File: config.mk
export PLATFORM = sky130hd
export DESIGN_NAME = seg7_scan_driver
export DESIGN_NICKNAME = d
export VERILOG_FILES = /design/src/rtl/seg7_scan_driver_pkg.sv /design/src/rtl/seg7_scan_driver_hex_to_seg7.sv /design/src/rtl/seg7_scan_driver.sv
export SDC_FILE = /design/constraint.sdc
export NUM_CORES = 1
export LEC_CHECK = 0
export CAP_MARGIN = 25
export CORE_ASPECT_RATIO = 0.9
export CORE_MARGIN = 5
export CORE_UTILIZATION = 58
export DETAILED_ROUTE_END_ITERATION = 8
export PLACE_DENSITY = 0.92
export SKIP_CTS_REPAIR_TIMING = 1
export SYNTH_ARGS = -nofsm -noshare
export SYNTH_HDL_FRONTEND = slang
export SYNTH_SLANG_ARGS = --single-unit
File: constraint.sdc
create_clock -name clk -period 6.41 [get_ports clk]
set_clock_uncertainty 0.05 [all_clocks]
set_input_delay 0.641 -clock clk [delete_from_list [all_inputs] [get_ports clk]]
set_output_delay 0.641 -clock clk [all_outputs]
set_load 0.05 [all_outputs]
File: src/rtl/seg7_scan_driver_pkg.sv
// Shared glyph constants for the seven-segment scan driver.
// Glyphs are active-high {g,f,e,d,c,b,a}; the driver inverts them for common-anode boards.
package seg7_scan_driver_pkg;

    localparam logic [6:0] SEG_0     = 7'b0111111;
    localparam logic [6:0] SEG_1     = 7'b0000110;
    localparam logic [6:0] SEG_2     = 7'b1011011;
    localparam logic [6:0] SEG_3     = 7'b1001111;
    localparam logic [6:0] SEG_4     = 7'b1100110;
    localparam logic [6:0] SEG_5     = 7'b1101101;
    localparam logic [6:0] SEG_6     = 7'b1111101;
    localparam logic [6:0] SEG_7     = 7'b0000111;
    localparam logic [6:0] SEG_8     = 7'b1111111;
    localparam logic [6:0] SEG_9     = 7'b1101111;
    localparam logic [6:0] SEG_A     = 7'b1110111;
    localparam logic [6:0] SEG_B     = 7'b1111100;
    localparam logic [6:0] SEG_C     = 7'b0111001;
    localparam logic [6:0] SEG_D     = 7'b1011110;
    localparam logic [6:0] SEG_E     = 7'b1111001;
    localparam logic [6:0] SEG_F     = 7'b1110001;
    localparam logic [6:0] SEG_BLANK = 7'b0000000;

endpackage

File: src/rtl/seg7_scan_driver_hex_to_seg7.sv
// Combinational hex nibble to seven-segment glyph decoder (active-high gfedcba).
module hex_to_seg7
    import seg7_scan_driver_pkg::*;
(
    input  logic [3:0] nibble_i,
    output logic [6:0] seg_o
);

    always_comb begin
        seg_o = SEG_BLANK;
        case (nibble_i)
            4'h0: seg_o = SEG_0;
            4'h1: seg_o = SEG_1;
            4'h2: seg_o = SEG_2;
            4'h3: seg_o = SEG_3;
            4'h4: seg_o = SEG_4;
            4'h5: seg_o = SEG_5;
            4'h6: seg_o = SEG_6;
            4'h7: seg_o = SEG_7;
            4'h8: seg_o = SEG_8;
            4'h9: seg_o = SEG_9;
            4'hA: seg_o = SEG_A;
            4'hB: seg_o = SEG_B;
            4'hC: seg_o = SEG_C;
            4'hD: seg_o = SEG_D;
            4'hE: seg_o = SEG_E;
            4'hF: seg_o = SEG_F;
            default: seg_o = SEG_BLANK;
        endcase
    end

endmodule

File: src/rtl/seg7_scan_driver.sv
// Multiplexed hex display driver: latches display data on a strobe and swaps it in only
// at frame boundaries so a frame never mixes old and new digits.
module seg7_scan_driver
    import seg7_scan_driver_pkg::*;
#(
    parameter int NDIGITS     = 8,
    parameter int REFRESH_DIV = 50000,
    parameter int ACTIVE_LOW  = 1,
    parameter int BLANK_LZ    = 1
) (
    input  logic               clk,
    input  logic               reset,
    input  logic [31:0]        disp_data,
    input  logic               disp_load,
    input  logic [NDIGITS-1:0] dp_mask,
    output logic [NDIGITS-1:0] an,
    output logic [6:0]         seg,
    output logic               dp,
    output logic               frame_done
);

    localparam int  DATA_W = NDIGITS * 4;
    localparam int  DW     = (REFRESH_DIV > 1) ? $clog2(REFRESH_DIV) : 1;
    localparam int  IW     = (NDIGITS > 1) ? $clog2(NDIGITS) : 1;
    localparam bit  INV    = (ACTIVE_LOW != 0);

    logic [DW-1:0]      div_cnt_q, div_cnt_d;
    logic [IW-1:0]      idx_q, idx_d;
    logic [DATA_W-1:0]  shadow_q, shadow_d;
    logic [DATA_W-1:0]  pending_q, pending_d;
    logic               pend_v_q, pend_v_d;
    logic               frame_done_q;
    logic [NDIGITS-1:0] an_q, an_d;
    logic [6:0]         seg_q, seg_d;
    logic               dp_q, dp_d;

    logic               tc;
    logic               wrap;
    logic [3:0]         cur_nibble;
    logic [6:0]         glyph;
    logic               blank_sel;
    logic [NDIGITS-1:0] upper_zero;

    assign tc   = (div_cnt_q == DW'(REFRESH_DIV - 1));
    assign wrap = tc && (idx_q == IW'(NDIGITS - 1));

    // upper_zero[i] is set when digit i and everything above it is zero.
    generate
        for (genvar gi = 0; gi < NDIGITS; gi++) begin : g_lz
            assign upper_zero[gi] = (shadow_q[DATA_W-1:gi*4] == '0);
        end
    endgenerate

    assign cur_nibble = shadow_q[{idx_q, 2'b00} +: 4];
    assign blank_sel  = (BLANK_LZ != 0) && (idx_q != '0) && upper_zero[idx_q];

    hex_to_seg7 u_dec (
        .nibble_i (cur_nibble),
        .seg_o    (glyph)
    );

    always_comb begin
        div_cnt_d = tc ? '0 : div_cnt_q + DW'(1);
        idx_d     = idx_q;
        shadow_d  = shadow_q;
        pending_d = pending_q;
        pend_v_d  = pend_v_q;

        if (tc) begin
            idx_d = (idx_q == IW'(NDIGITS - 1)) ? '0 : idx_q + IW'(1);
        end

        // A load landing on the wrap cycle goes straight to the shadow and supersedes pending.
        if (wrap) begin
            if (disp_load) begin
                shadow_d = disp_data[DATA_W-1:0];
            end else if (pend_v_q) begin
                shadow_d = pending_q;
            end
            pend_v_d = 1'b0;
        end else if (disp_load) begin
            pending_d = disp_data[DATA_W-1:0];
            pend_v_d  = 1'b1;
        end

        an_d  = (NDIGITS'(1) << idx_q) ^ {NDIGITS{INV}};
        seg_d = (blank_sel ? SEG_BLANK : glyph) ^ {7{INV}};
        dp_d  = dp_mask[idx_q] ^ INV;
    end

    always_ff @(posedge clk or posedge reset) begin
        if (reset) begin
            div_cnt_q    <= '0;
            idx_q        <= '0;
            shadow_q     <= '0;
            pending_q    <= '0;
            pend_v_q     <= 1'b0;
            frame_done_q <= 1'b0;
            an_q         <= {NDIGITS{INV}};
            seg_q        <= {7{INV}};
            dp_q         <= INV;
        end else begin
            div_cnt_q    <= div_cnt_d;
            idx_q        <= idx_d;
            shadow_q     <= shadow_d;
            pending_q    <= pending_d;
            pend_v_q     <= pend_v_d;
            frame_done_q <= wrap;
            an_q         <= an_d;
            seg_q        <= seg_d;
            dp_q         <= dp_d;
        end
    end

    assign an         = an_q;
    assign seg        = seg_q;
    assign dp         = dp_q;
    assign frame_done = frame_done_q;

endmodule

==> key figures, run 1 <==
Worst setup path
  • Worst-path cell chain: ha_1 > and3_1 > and4_1 > and2_4 > nand2b_4 > mux2_2
  • Critical path's largest stage delay: approximately 0.56 ns
  • Slowest-stage cell, CP: and4_1
  • WS Path Type: reg2reg
  • CP endpoint kind: flip-flop
  • WP depth: 6
  • Reg2Reg Depth: 6
  • CP required: 6.61 ns
  • Critical Path AT: 2.95 ns
  • CP bufs+invs: 0
  • Setup crit start kind: flip-flop
  • CP top delay family: simple AND/OR/NAND/NOR gates
  • Critical Path Fanout Max: 32

Synthesis
  • Main synth FF type: dfrtp_1
  • Syn Area/Cell: 13.7 um^2
  • Syn_nets: 422
  • Seq/Total Area, Yosys: 50.7%
  • EDFF count, synth: 0
  • Synth cell types: 44
  • Syn Inst Count: about 370
  • Synth async-reset ratio: 100%
  • FF+latch count, synth: 101
  • YS warnings: 0
  • Synthesized area: 0.00502 mm^2

Timing
  • Setup TNS: 0 ns
  • Setup violators final: 0
  • Fin. max-slew vios: 0
  • Worst-margin pin slew: between 0.7 and 0.8 ns
  • Hold_ws: around 0.46 ns
  • Period utilisation layout: 42.9%
  • Minimum clock period: approximately 2.7 ns
  • Max transition margin: 47.8%
  • Final setup margin: between 3 and 4 ns
  • RSZ-0062 raised after global routing: false
  • Max Freq: 0.364 GHz
  • Count of final hold-check violations: 0

CTS
  • CTS Buf Count: 9
  • Clock-pin slew on the worst setup and hold paths: 0.10 ns
  • Maximum buffer depth of the clock tree: 2
  • CTS tree: built
  • Clk root buf: clkbuf_8
  • Worst skew pair latency: roughly 0.37 ns
  • Clk sinks: 101
  • H-tree depth: 3

Cells and area
  • Ant. Diodes: 0
  • Fraction of layout cells with a size suffix above 1: 34.2%
  • End-of-flow core utilization: 69.0%
  • Area grow syn2layout: 17.1%
  • Register area: 0.00255 mm^2
  • Layout net count: 478
  • Fillcell total: 589
  • Layout Cells excl Fill: 546
  • Post-route cell area: between 0.005 and 0.006 mm^2
  • Area taken by multi-input logic gates: 0.00230 mm^2

Floorplanning
  • Io pins: 60
  • Initial Util: 58.9%
  • Die Width: approximately 110 um
  • Core area: about 0.0085 mm^2
  • Die height: 98.3 um
  • Full die area: 0.0106 mm^2
  • Row count: 32

Placement
  • Placement Cell Area: 0.00566 mm^2
  • Worst slack, placed: around 3.7 ns
  • Input/output buffers: 59
  • GPL Wtd Cong: 0.887
  • DP HPWL: 6.97 mm
  • Placed cell count: 529

Min path
  • Worst hold path type: reg2reg
  • Hold-critical path depth: 1

Drt
  • DRC viols: 0
  • Starting DRT DRC Count: 229
  • 1st-pass router iterations: 5
  • Total wire length: 9.75 mm
  • Vias per cell: 5.71
  • DRT antenna net count: 0
  • Via count: 3119
  • DR WL/cell: 17.9 um

Global routing
  • Largest net degree at the start of global routing: 80
  • Tot GR Track Use: 19.8%
  • Initial antenna violation count: 0
  • Vias in the first global route: around 3400
  • Grt ovf: 0
  • First-pass GRT wire length: 16.7 mm

Power
  • Design Power: about 1.2 mW
  • Leakage power: 2.69 nW
  • Pwr/cell area: 203 mW/mm^2
  • Worst VDD drop: about 170 uV

Outcome
  • Status: finished clean

Job
  • Maxcap violations: 0
layout by cell type, fill, tap and decap left out, types with 2 or more instances in the layout:
cell / Yosys / layout
xnor2_1: 5 / 5
ha_1: 13 / 13
clkdlybuf4s50_1: 0 / 59
nor2b_1: 3 / 3
clkbuf_8: 0 / 9
and3_1: 3 / 3
nor2_1: 17 / 17
inv_1: 11 / 10
nor3_1: 2 / 2
mux4_2: 10 / 10
mux2_2: 66 / 66
clkinv_4: 0 / 2
mux2_4: 30 / 30
buf_4: 0 / 3
clkinv_1: 2 / 2
mux2i_1: 6 / 6
or4_1: 2 / 2
nand2_1: 16 / 16
a21oi_1: 4 / 4
xor2_1: 9 / 9
dfrtp_1: 85 / 85
o21ai_0: 6 / 6
clkinv_2: 0 / 2
dfstp_2: 16 / 16
inv_6: 0 / 2
nor4_1: 8 / 8
nand3_1: 12 / 12
o211ai_1: 3 / 3
cell usage after synthesis, types with 2 or more instances:
library cell,count,share of area [%]
mux4_2,10,4.5
mux2_4,30,9.0
xnor2_1,5,0.87
nor2_1,17,1.3
buf_2,7,0.70
nand2_1,16,1.2
nand3_1,12,1.2
dfstp_2,16,8.4
mux2_2,66,15
mux2i_1,6,1.2
and3_1,3,0.37
a21oi_1,4,0.40
clkbuf_1,4,0.30
or4_1,2,0.30
xor2_1,9,1.6
nor3_1,2,0.20
nor2b_1,3,0.37
o211ai_1,3,0.45
o21ai_0,6,0.60
dfrtp_1,85,42
ha_1,13,3.2
buf_6,7,1.6
inv_1,11,0.82
clkinv_1,2,0.15
nor4_1,8,1.0
state kept, by name (all words and copies together), names as in the netlist:
register	count
an	8
pend_v_q	1
div_cnt_q	16
shadow_q	32
frame_done	1
seg	7
idx_q	3
dp	1
pending_q	32
worst paths after layout:
kind	startpoint	end	slack (ns)
min in group asynchronous	reset	div_cnt_q[4]	0.52
worst max-delay path	div_cnt_q[0]	pending_q[2]	3.66
worst min-delay path	div_cnt_q[0]	div_cnt_q[0]	0.46
worst min register to register	div_cnt_q[0]	div_cnt_q[0]	0.46
worst max register to register	div_cnt_q[0]	pending_q[2]	3.66
max in group asynchronous	reset	seg[3]	4.91
logic make-up after synthesis:
kind of cell,after synthesis,synth area share (%)
multiplexers,113,29.7
XOR/XNOR,14,2.44
buffers and inverters,31,3.54
AND/OR/NAND/NOR,74,7.83
AO/OA/AOI/OAI,20,2.49
flip-flops,101,50.7
adder cells (fa/ha/maj),13,3.24
layer usage:
metal	share of wire, %	track usage [%]	vias up	wire length [um]
met3	4.7	5.16	23	457
met5	0	0	-	0
met1	45	26.9	1585	4350
met4	2.0	5.92	0	193
li1	-	-	1417	-
met2	49	31.6	94	4750
report_power, final:
group          leakage, nW  switching [mW]  internal [mW]
combinational         1.33          0.0424         0.0743
clock                0.101           0.221          0.184
sequential            1.26          0.0115          0.658
total                 2.69           0.274          0.917
layout make-up:
class	count	share of cell area (%)
flip-flops and latches	101	43.3
clock buffers	10	2.17
multi-input cells	234	39.0
well taps	119	2.53
inverters	13	0.851
repair buffers	63	10.9
clock inverters	6	1.19
Note: power is estimated with default switching activity, not from simulation.
==> run 2, diff against run 1 <==
--- a/config.mk
+++ b/config.mk
@@ -8,9 +8,9 @@
 export CAP_MARGIN = 25
 export CORE_ASPECT_RATIO = 0.9
 export CORE_MARGIN = 5
-export CORE_UTILIZATION = 58
+export CORE_UTILIZATION = 56
 export DETAILED_ROUTE_END_ITERATION = 8
-export PLACE_DENSITY = 0.92
+export PLACE_DENSITY = 0.9
 export SKIP_CTS_REPAIR_TIMING = 1
 export SYNTH_ARGS = -nofsm -noshare
 export SYNTH_HDL_FRONTEND = slang
==> constraint.sdc (replaced) <==
create_clock -name clk -period 2.7 [get_ports clk]
set_clock_uncertainty 0.05 [all_clocks]
set_input_delay 0.27 -clock clk [delete_from_list [all_inputs] [get_ports clk]]
set_output_delay 0.27 -clock clk [all_outputs]
set_load 0.05 [all_outputs]
==> run 2 against run 1 <==
  * Wire length increased by 1.3%
  * Final cell count up 2.2%
  * Non-clock buffer count is 12 higher
  * Combinational power up 150%
  * Sequential power increased by 140%
  * Critical endpoint is now seg[3]
  * Largest cell class unchanged
==> key figures, run 2 (same netlist as run 1, synthesis figures left out) <==
Outcome
  • Status: finished clean

Worst setup path
  • CP endpoint kind: flip-flop
  • Critical Path AT: ~2.6 ns
  • Critical Path Fanout Max: 11
  • Setup crit start kind: flip-flop
  • WS Path Type: reg2reg
  • CP required: 2.96 ns

Timing
  • Count of final hold-check violations: 0
  • Max transition margin: 54.3%
  • Worst-margin pin slew: 0.684 ns
  • Fin. max-slew vios: 0
  • Final setup margin: 0.356 ns
  • Minimum clock period: 2.34 ns
  • Setup TNS: 0 ns
  • Max Freq: ~0.43 GHz
  • Setup violators final: 0
  • RSZ-0062 raised after global routing: false
  • Hold_ws: 0.280 ns
  • Period utilisation layout: 86.8%

Placement
  • Input/output buffers: 59
  • DP HPWL: around 7.4 mm
  • GPL Wtd Cong: a little over 0.9
  • Worst slack, placed: 0.221 ns

Job
  • Maxcap violations: 0

Drt
  • Via count: roughly 3100
  • Total wire length: between 9 and 10 mm
  • Vias per cell: 5.59
  • 1st-pass router iterations: 4
  • Starting DRT DRC Count: 125
  • DR WL/cell: 17.7 um
  • DRT antenna net count: 0
  • DRC viols: 0

Cells and area
  • Most frequent cells in the layout: dfrtp_1, mux2_2, clkdlybuf4s50_1
  • Area grow syn2layout: 19.5%
  • Ant. Diodes: 0
  • Layout net count: 490
  • Largest regs: pending_q x32, shadow_q x32, div_cnt_q x16
  • Fillcell total: 597
  • End-of-flow core utilization: 69.4%
  • Commonest non-fill, non-tap cell in the layout: dfrtp_1
  • Fraction of layout cells with a size suffix above 1: 36.4%

CTS
  • Clock-pin slew on the worst setup and hold paths: 0.10 ns
  • H-tree depth: 3
  • Clk sinks: just over 100
  • Maximum buffer depth of the clock tree: 2
  • Clk root buf: clkbuf_8
  • CTS tree: built
  • Worst skew pair latency: 0.39 ns
  • CTS Buf Count: 9

Power
  • Worst VDD drop: approximately 360 uV
  • Leakage power: 2.76 nW
  • Pwr/cell area: approximately 480 mW/mm^2

Floorplanning
  • Die height: 99.8 um
  • Io pins: 60
  • Core area: 0.00865 mm^2
  • Full die area: 0.0110 mm^2
  • Row count: 32
  • Initial Util: 58.1%
  • Die Width: 110 um

Global routing
  • Initial antenna violation count: 0
  • Largest net degree at the start of global routing: 33
  • First-pass GRT wire length: approximately 17 mm
  • Vias in the first global route: 3375
  • Grt ovf: 0
  • Tot GR Track Use: 19.7%

Min path
  • Worst hold path type: in2async
-- run 2: changes by cell type in the layout (fill, tap and decap cells not counted), sizes merged --
| cell | delta |
|---|---|
| inv | +1 |
| buf | +12 |
| clkinvlp | +1 |
| clkinv | -2 |
-- run 2: layout make-up --
class / count / area (um^2) / share of cell area [%]
clock buffer: 10 / 138 / 2.29
clock inverter: 6 / 68.8 / 1.15
inverter: 13 / 52.6 / 0.876
multi-input combinational: 234 / 2300 / 38.3
sequential: 101 / 2550 / 42.5
tap: 119 / 149 / 2.48
timing repair buffer: 75 / 748 / 12.5
-- run 2: final timing paths --
path	startpoint	endpoint	slack, ns	depth (start not counted)
setup / recovery	idx_q[1]	seg[3]	0.36	7
setup reg to reg	idx_q[1]	seg[3]	0.36	7
hold reg to reg	div_cnt_q[0]	div_cnt_q[0]	0.44	1
min in group clk	div_cnt_q[0]	div_cnt_q[0]	0.44	1
hold / removal	reset	div_cnt_q[14]	0.28	2
max in group asynchronous	reset	an[7]	1.63	3
-- run 2: metal layers --
layer,track usage [%],up-vias,share of wire [%]
met5,0,-,0
met3,5.14,16,6.1
met1,26.2,1569,44
met2,31.4,92,48
li1,-,1441,-
met4,6.62,0,1.7
-- run 2: critical path, cell delays in order (launching register included) --
cell	delay, ns
dfrtp_1	0.61
mux4_2	0.56
mux2i_1	0.26
buf_4	0.19
ha_1	0.25
mux2i_1	0.16
nor2_1	0.06
o21ai_1	0.13
-- run 2: per-stage QoR --
step | cell area [um^2] | cells | power (mW)
2_1_floorplan | 5020 | 366 | 1.79
3_3_place_gp | 5790 | 542 | 1.90
3_5_place_dp | 5790 | 542 | 1.91
4_1_cts | 6000 | 558 | 2.91
5_1_grt | 6000 | 558 | 2.99
6_report | 6000 | 558 | 2.88
-- run 2: power breakdown --
part	switching, mW	internal (mW)	total [mW]
sequential	0.0281	1.56	1.59
combinational	0.106	0.181	0.288
clock	0.539	0.464	1.00
total	0.673	2.21	2.88
